==> src/rtl/nukv_value_set.sv <==
// SET write stage: issues one memory write command per SET request, packs the 64-bit value
// stream into 512-bit memory words, and forwards the request record once its data is written.
module nukv_value_set #(
  parameter int KEY_WIDTH    = 128,
  parameter int HEADER_WIDTH = 42,
  parameter int META_WIDTH   = 96,
  parameter int MEMORY_WIDTH = 512,
  localparam int W = KEY_WIDTH + HEADER_WIDTH + META_WIDTH
) (
  input  logic                    clk,
  input  logic                    rst,
  input  logic [W-1:0]            input_data,
  input  logic                    input_valid,
  output logic                    input_ready,
  input  logic [63:0]             value_data,
  input  logic                    value_valid,
  input  logic                    value_last,
  output logic                    value_ready,
  output logic [30:0]             wrcmd_addr,
  output logic [7:0]              wrcmd_len,
  output logic                    wrcmd_valid,
  input  logic                    wrcmd_ready,
  output logic [MEMORY_WIDTH-1:0] wrdata_data,
  output logic                    wrdata_valid,
  output logic                    wrdata_last,
  input  logic                    wrdata_ready,
  output logic [W-1:0]            output_data,
  output logic                    output_valid,
  output logic                    output_err,
  input  logic                    output_ready,
  output logic [1:0]              dbg_state
);

  // Handshakes: a transfer happens on a rising edge where valid and ready are both 1; a
  // valid never drops and its data never changes until that edge.
  typedef enum logic [1:0] {IDLE = 2'd0, CMD = 2'd1, PACK = 2'd2, DRAIN = 2'd3} state_e;

  state_e                  state_q, state_d;
  logic [W-1:0]            rec_q, rec_d, out_data_q, out_data_d;
  logic                    out_valid_q, out_valid_d, out_err_q, out_err_d;
  logic [30:0]             cmd_addr_q, cmd_addr_d;
  logic [7:0]              cmd_len_q, cmd_len_d;
  logic                    cmd_valid_q, cmd_valid_d;
  logic [MEMORY_WIDTH-1:0] wr_data_q, wr_data_d, buf_q, buf_d, lane_buf;
  logic                    wr_valid_q, wr_valid_d, wr_last_q, wr_last_d;
  logic [2:0]              idx_q, idx_d;
  logic [9:0]              remaining_q, remaining_d;
  logic [7:0]              words_left_q, words_left_d;
  logic                    err_q, err_d, long_q, long_d;
  logic                    value_done_q, value_done_d, fin_q, fin_d;
  logic                    beat_final, done_now, fwd, fwd_err;
  logic [10:0]             len_sum;

  logic [1:0]  in_op;
  logic [9:0]  in_len;
  logic [30:0] in_addr;
  logic        slot_free, word_free, wr_fire;

  assign in_op     = input_data[W-8 +: 2];
  assign in_len    = input_data[KEY_WIDTH+31 +: 10];
  assign in_addr   = input_data[KEY_WIDTH +: 31];
  assign slot_free = !out_valid_q || output_ready;
  assign word_free = !wr_valid_q || wrdata_ready;
  assign wr_fire   = wr_valid_q && wrdata_ready;

  always_comb begin
    state_d      = state_q;
    rec_d        = rec_q;
    out_data_d   = out_data_q;
    out_valid_d  = out_valid_q && !output_ready;
    out_err_d    = out_err_q;
    cmd_addr_d   = cmd_addr_q;
    cmd_len_d    = cmd_len_q;
    cmd_valid_d  = cmd_valid_q;
    wr_data_d    = wr_data_q;
    wr_valid_d   = wr_valid_q && !wrdata_ready;
    wr_last_d    = wr_last_q && !wrdata_ready;
    buf_d        = buf_q;
    idx_d        = idx_q;
    remaining_d  = remaining_q;
    words_left_d = words_left_q;
    err_d        = err_q;
    long_d       = long_q;
    value_done_d = value_done_q;
    fin_d        = fin_q;
    input_ready  = 1'b0;
    value_ready  = 1'b0;
    lane_buf     = buf_q;
    beat_final   = 1'b0;
    done_now     = 1'b0;
    fwd          = 1'b0;
    fwd_err      = 1'b0;
    len_sum      = {1'b0, in_len} + 11'd7;

    case (state_q)
      IDLE: begin
        if (input_valid && slot_free && !rst) begin
          input_ready = 1'b1;
          rec_d       = input_data;
          if (in_op == 2'b01 && in_len != 10'd0) begin
            cmd_addr_d   = in_addr;
            cmd_len_d    = len_sum[10:3];
            cmd_valid_d  = 1'b1;
            remaining_d  = in_len;
            words_left_d = len_sum[10:3];
            idx_d        = 3'd0;
            buf_d        = '0;
            err_d        = 1'b0;
            long_d       = 1'b0;
            value_done_d = 1'b0;
            fin_d        = 1'b0;
            state_d      = CMD;
          end else begin
            out_data_d  = input_data;
            out_valid_d = 1'b1;
            out_err_d   = 1'b0;
          end
        end
      end
      CMD: begin
        if (wrcmd_ready) begin
          cmd_valid_d = 1'b0;
          state_d     = PACK;
        end
      end
      PACK: begin
        if (!fin_q && word_free && !rst) begin
          if (!value_done_q) begin
            value_ready = 1'b1;
            if (value_valid) begin
              beat_final = (remaining_q == 10'd1) || value_last;
              lane_buf[{idx_q, 6'b0} +: 64] = value_data;
              buf_d       = lane_buf;
              idx_d       = idx_q + 3'd1;
              remaining_d = remaining_q - 10'd1;
              if (idx_q == 3'd7 || beat_final) begin
                wr_data_d    = lane_buf;
                wr_valid_d   = 1'b1;
                wr_last_d    = (words_left_q == 8'd1);
                words_left_d = words_left_q - 8'd1;
                buf_d        = '0;
                idx_d        = 3'd0;
              end
              if (beat_final) begin
                value_done_d = 1'b1;
                if (!value_last) begin
                  long_d = 1'b1;
                  err_d  = 1'b1;
                end else if (remaining_q != 10'd1) begin
                  err_d = 1'b1;
                end
              end
            end
          end else if (words_left_q != 8'd0) begin
            // Value ended early: fill the rest of the command with zero words.
            wr_data_d    = '0;
            wr_valid_d   = 1'b1;
            wr_last_d    = (words_left_q == 8'd1);
            words_left_d = words_left_q - 8'd1;
          end
        end
        done_now = fin_q || (wr_fire && wr_last_q);
        if (done_now) begin
          if (long_q) begin
            state_d = DRAIN;
            fin_d   = 1'b0;
          end else if (slot_free) begin
            fwd     = 1'b1;
            fwd_err = err_q;
            state_d = IDLE;
            fin_d   = 1'b0;
          end else begin
            fin_d = 1'b1;
          end
        end
      end
      DRAIN: begin
        if (!fin_q && !rst) begin
          value_ready = 1'b1;
          done_now    = value_valid && value_last;
        end
        if (fin_q || done_now) begin
          if (slot_free) begin
            fwd     = 1'b1;
            fwd_err = 1'b1;
            state_d = IDLE;
            fin_d   = 1'b0;
          end else begin
            fin_d = 1'b1;
          end
        end
      end
      default: state_d = IDLE;
    endcase

    if (fwd) begin
      out_data_d  = rec_q;
      out_valid_d = 1'b1;
      out_err_d   = fwd_err;
    end
  end

  always_ff @(posedge clk) begin
    if (rst) begin
      state_q      <= IDLE;
      out_valid_q  <= 1'b0;
      out_err_q    <= 1'b0;
      cmd_valid_q  <= 1'b0;
      wr_valid_q   <= 1'b0;
      wr_last_q    <= 1'b0;
      idx_q        <= 3'd0;
      remaining_q  <= 10'd0;
      words_left_q <= 8'd0;
      err_q        <= 1'b0;
      long_q       <= 1'b0;
      value_done_q <= 1'b0;
      fin_q        <= 1'b0;
    end else begin
      state_q      <= state_d;
      out_valid_q  <= out_valid_d;
      out_err_q    <= out_err_d;
      cmd_valid_q  <= cmd_valid_d;
      wr_valid_q   <= wr_valid_d;
      wr_last_q    <= wr_last_d;
      idx_q        <= idx_d;
      remaining_q  <= remaining_d;
      words_left_q <= words_left_d;
      err_q        <= err_d;
      long_q       <= long_d;
      value_done_q <= value_done_d;
      fin_q        <= fin_d;
    end
  end

  always_ff @(posedge clk) begin
    rec_q      <= rec_d;
    out_data_q <= out_data_d;
    cmd_addr_q <= cmd_addr_d;
    cmd_len_q  <= cmd_len_d;
    wr_data_q  <= wr_data_d;
    buf_q      <= buf_d;
  end

  assign wrcmd_addr   = cmd_addr_q;
  assign wrcmd_len    = cmd_len_q;
  assign wrcmd_valid  = cmd_valid_q;
  assign wrdata_data  = wr_data_q;
  assign wrdata_valid = wr_valid_q;
  assign wrdata_last  = wr_last_q;
  assign output_data  = out_data_q;
  assign output_valid = out_valid_q;
  assign output_err   = out_err_q;
  assign dbg_state    = state_q;

endmodule

==> config.mk <==
export PLATFORM = sky130hd
export DESIGN_NAME = nukv_value_set
export DESIGN_NICKNAME = d
export VERILOG_FILES = /design/src/rtl/nukv_value_set.sv
export SDC_FILE = /design/constraint.sdc
export NUM_CORES = 2
export LEC_CHECK = 0
export ABC_AREA = 1
export CAP_MARGIN = 15
export CELL_PAD_IN_SITES_DETAIL_PLACEMENT = 1
export CELL_PAD_IN_SITES_GLOBAL_PLACEMENT = 2
export CORE_AREA = 2 2 449 451
export DETAILED_ROUTE_END_ITERATION = 10
export DIE_AREA = 0 0 451 453
export GPL_ROUTABILITY_DRIVEN = 1
export PLACE_DENSITY = 0.75
export SLEW_MARGIN = 20
export SYNTH_ARGS = -nofsm -noshare
export SYNTH_HDL_FRONTEND = slang
export SYNTH_SLANG_ARGS = --single-unit
==> constraint.sdc <==
create_clock -name clk -period 33.1 [get_ports clk]
set_clock_uncertainty 0.1 [all_clocks]
set_input_delay 6.62 -clock clk [delete_from_list [all_inputs] [get_ports clk]]
set_output_delay 6.62 -clock clk [all_outputs]
set_load 0.02 [all_outputs]
==> run summary <==
Post-synth EDFFs -> 1595
Starting Density -> 0.319
CP Cell Sequence -> clkdlybuf4s50_1 -> inv_2 -> nand2_1 -> nor2_1 -> nand2_1 -> o21ai_0 -> clkdlybuf4s50_1
Final Util -> 0.419
Simple logic cell fraction of the synthesized area -> 0.120
Mux share of post-synthesis cell area -> 0.0806
Synth Area in Adders -> 0.00177
Post_cts resized -> 0
P_int -> 0.00349 W
Clock share of power -> 0.435
Vias in the first global route -> 41.9k
Fin. Hold Viols -> 0
Total congestion overflow -> 0
Post-Synthesis Cells -> 4597
Worst slack, placed -> 17.36 ns
Die area -> 204000 sq um
Syn Nets -> 4944
Final Wtd Congestion -> 0.864
Area grow syn2layout -> 31.2%
Max-Cap Viols -> 0
HPWL Detailed -> 153000 um
Register area share after synthesis -> 0.764
Final setup viols -> 0
Syn Area/Cell -> 13.8 sq um
F_max -> 0.0636 GHz
Share of Yosys cell area claimed by the top area cell type -> 0.754
Setup TNS -> 0 ns
Yosys Warn Count -> 0
CTS tree -> yes
Area of the multi-input gates -> 13400 sq um
Worst-Margin Slew -> 1.21 ns
Total I/O pin count -> 1164
Die height -> 453 um
Cell type with the largest total area after synthesis -> edfxtp_1
Via density -> 4.82
Via count -> 41.0k
DRC errors left -> 0
# Post-CTS Setup Buffers -> 0
Crit path capture type -> primary output
Fin. max-slew vios -> 0
Initial antenna violation count -> 42
Synth top area cells -> edfxtp_1, mux2i_1, nor2_1, nand2_1, dfxtp_1
Final WL -> 227000 um
Count leader, synth -> edfxtp_1
Asr flop ratio synth -> 0
Fraction of layout instances using a drive strength above 1 -> 0.0525
Cell leakage power -> 32.4 nW
FP Rows -> 164
Nets -> 6033
Gr usage total -> 0.216
Yosys reg bits -> 1627
Distinct cells, synth -> 31
Initial DRC count -> 3236
WHS -> 0.369 ns
Clk pin slew, worst setup/hold paths -> 0.06 ns
Tmin final -> 15.72 ns
Main combinational cell family by area after synthesis -> simple AND/OR/NAND/NOR gates
Gate power share -> 0.051
CP delay by family, top -> buffers and inverters
Compound-cell area share of the yosys netlist -> 0.00657
Final setup margin -> 17.38 ns
Routed Antenna Nets -> 0
Startpoint Class -> primary input
Slew margin rel. -> 0.190
Layout filler cell count -> 20.5k
Bufs and invs on worst path -> 3
Largest net degree at the start of global routing -> 202
RSZ-0062 raised after global routing -> false
Num CTS Buffers -> 182
# port buffers -> 1163
Power Density -> 54.1 nW/um^2
Top_reg_cell synth -> edfxtp_1
Die X -> 451 um
Kind of critical path -> in -> out
Core area -> 199000 sq um
First-pass detailed-route iteration total -> 5
Routed len/inst -> 26.7 um
Max Root-Sink Buffers -> 3
Synth cell count leaders -> edfxtp_1, nor2_1, nand2_1, mux2i_1, clkbuf_1
Worst Path Max Fanout -> 27
CP required -> 26.38 ns
Hold WC Path Type -> reg -> reg
Mapped cell area -> 63600 sq um
First-pass GRT wire length -> 318000 um
Critical Path AT -> 9.00 ns
IR drop worst, VDD -> 0.0000515 V
CTS H-Tree Depth -> 4
XOR/XNOR Fraction of Synth Area -> 0.000551
Sequential Power Share -> 0.514
Slowest CP cell -> clkdlybuf4s50_1
Net switching power -> 0.00103 W
CTS hold repair buffers -> 0
Sw Ratio -> 0.228
Status -> finished, final reports clean
Clock root cell -> clkbuf_16
Tcrit/Tclk final -> 0.475
Clock Sink Count -> 1627
Skew-Pair Late Insertion Delay -> 0.85 ns
Reg area -> 48500 sq um
CP peak stage delay -> 0.68 ns
[cell usage in the layout, fill, tap and decap left out, types with 4 or more instances in the layout]
master	synthesis	layout
diode_2	0	18
dfxtp_1	32	31
clkinv_2	0	25
nor2_1	1070	1069
clkbuf_16	0	183
mux2i_1	512	512
xor2_1	4	4
nand3_4	0	5
ha_1	9	9
clkdlybuf4s50_1	0	1163
bufinv_16	0	8
inv_1	61	59
edfxtp_1	1595	1595
clkinv_16	0	9
nand2_1	861	859
buf_4	41	33
and2_1	4	4
nand3_1	44	39
nand2_4	1	4
nand4_1	7	7
clkinv_1	0	47
clkbuf_1	133	45
clkinvlp_4	0	7
a21oi_1	24	24
o21ai_0	46	46
buf_12	0	6
a31oi_1	6	6
[cell type report]
cell class,count,share of cell area
tap,2656,0.0398
multi-input combinational,2606,0.161
sequential,1627,0.582
inverter,64,0.00315
antenna,18,0.000540
timing repair buffer,1205,0.145
clock inverter,103,0.0117
clock buffer,229,0.0571
[metal layers]
metal / up-vias / share of wire / global-route usage
met5: - / 0.0013 / 0
met2: 1264 / 0.51 / 0.373
met3: 400 / 0.069 / 0.0620
li1: 18200 / - / -
met4: 44 / 0.051 / 0.102
met1: 21200 / 0.37 / 0.246
[final timing paths]
kind	endpoint	cells after the start	slack, ns	from
setup / recovery	value_ready	7	17.38	rst
hold / removal	remaining_q[7]$_SDFFE_PP0P_	2	0.37	remaining_q[7]$_SDFFE_PP0P_
setup reg to reg	rec_q[88]$_DFFE_PP_	7	28.38	output_valid$_SDFF_PP0_
hold reg to reg	remaining_q[7]$_SDFFE_PP0P_	2	0.37	remaining_q[7]$_SDFFE_PP0P_
[sequential cells by signal, indices dropped and copies added, names as in the netlist]
register	cells
buf_q	512
dbg_state	2
err_q	1
fin_q	1
idx_q	3
long_q	1
output_data	266
output_err	1
output_valid	1
rec_q	266
remaining_q	10
value_done_q	1
words_left_q	8
wrcmd_addr	31
wrcmd_len	8
wrcmd_valid	1
wrdata_data	512
wrdata_last	1
wrdata_valid	1
[power groups by stage]
stage               clock network, W  registers, W  logic [W]
floorplan                          0       0.00240  0.0000817
global placement                   0       0.00236   0.000230
detailed placement                 0       0.00236   0.000234
CTS                          0.00201       0.00232   0.000236
global route                 0.00208       0.00232   0.000248
finish                       0.00196       0.00232   0.000232
[cell families after synthesis]
group                      after synthesis
and+or+nand+nor                       2001
DFF                                   1627
muxes                                  512
buffers and inverters                  364
AOI/OAI and AO/OA                       80
adders and majority gates                9
xor gates and xnor gates                 4
[worst min-delay path, delay by kind of cell (launching register included)]
| family | cells | cell delay (ns) |
|---|---|---|
| and+or+nand+nor | 1 | 0.06 |
| AOI/OAI and AO/OA | 1 | 0.05 |
| DFF | 1 | 0.31 |
[metrics by stage]
stage          total power, W  instances  cell area [sq um]
3_3_place_gp          0.00259       8157              77600
3_5_place_dp          0.00260       8157              77600
5_1_grt               0.00466       8493              83400
4_1_cts               0.00457       8489              83300
2_1_floorplan         0.00248       4597              63600
6_report              0.00452       8508              83400
No activity file was read; power rests on OpenSTA's default activity.
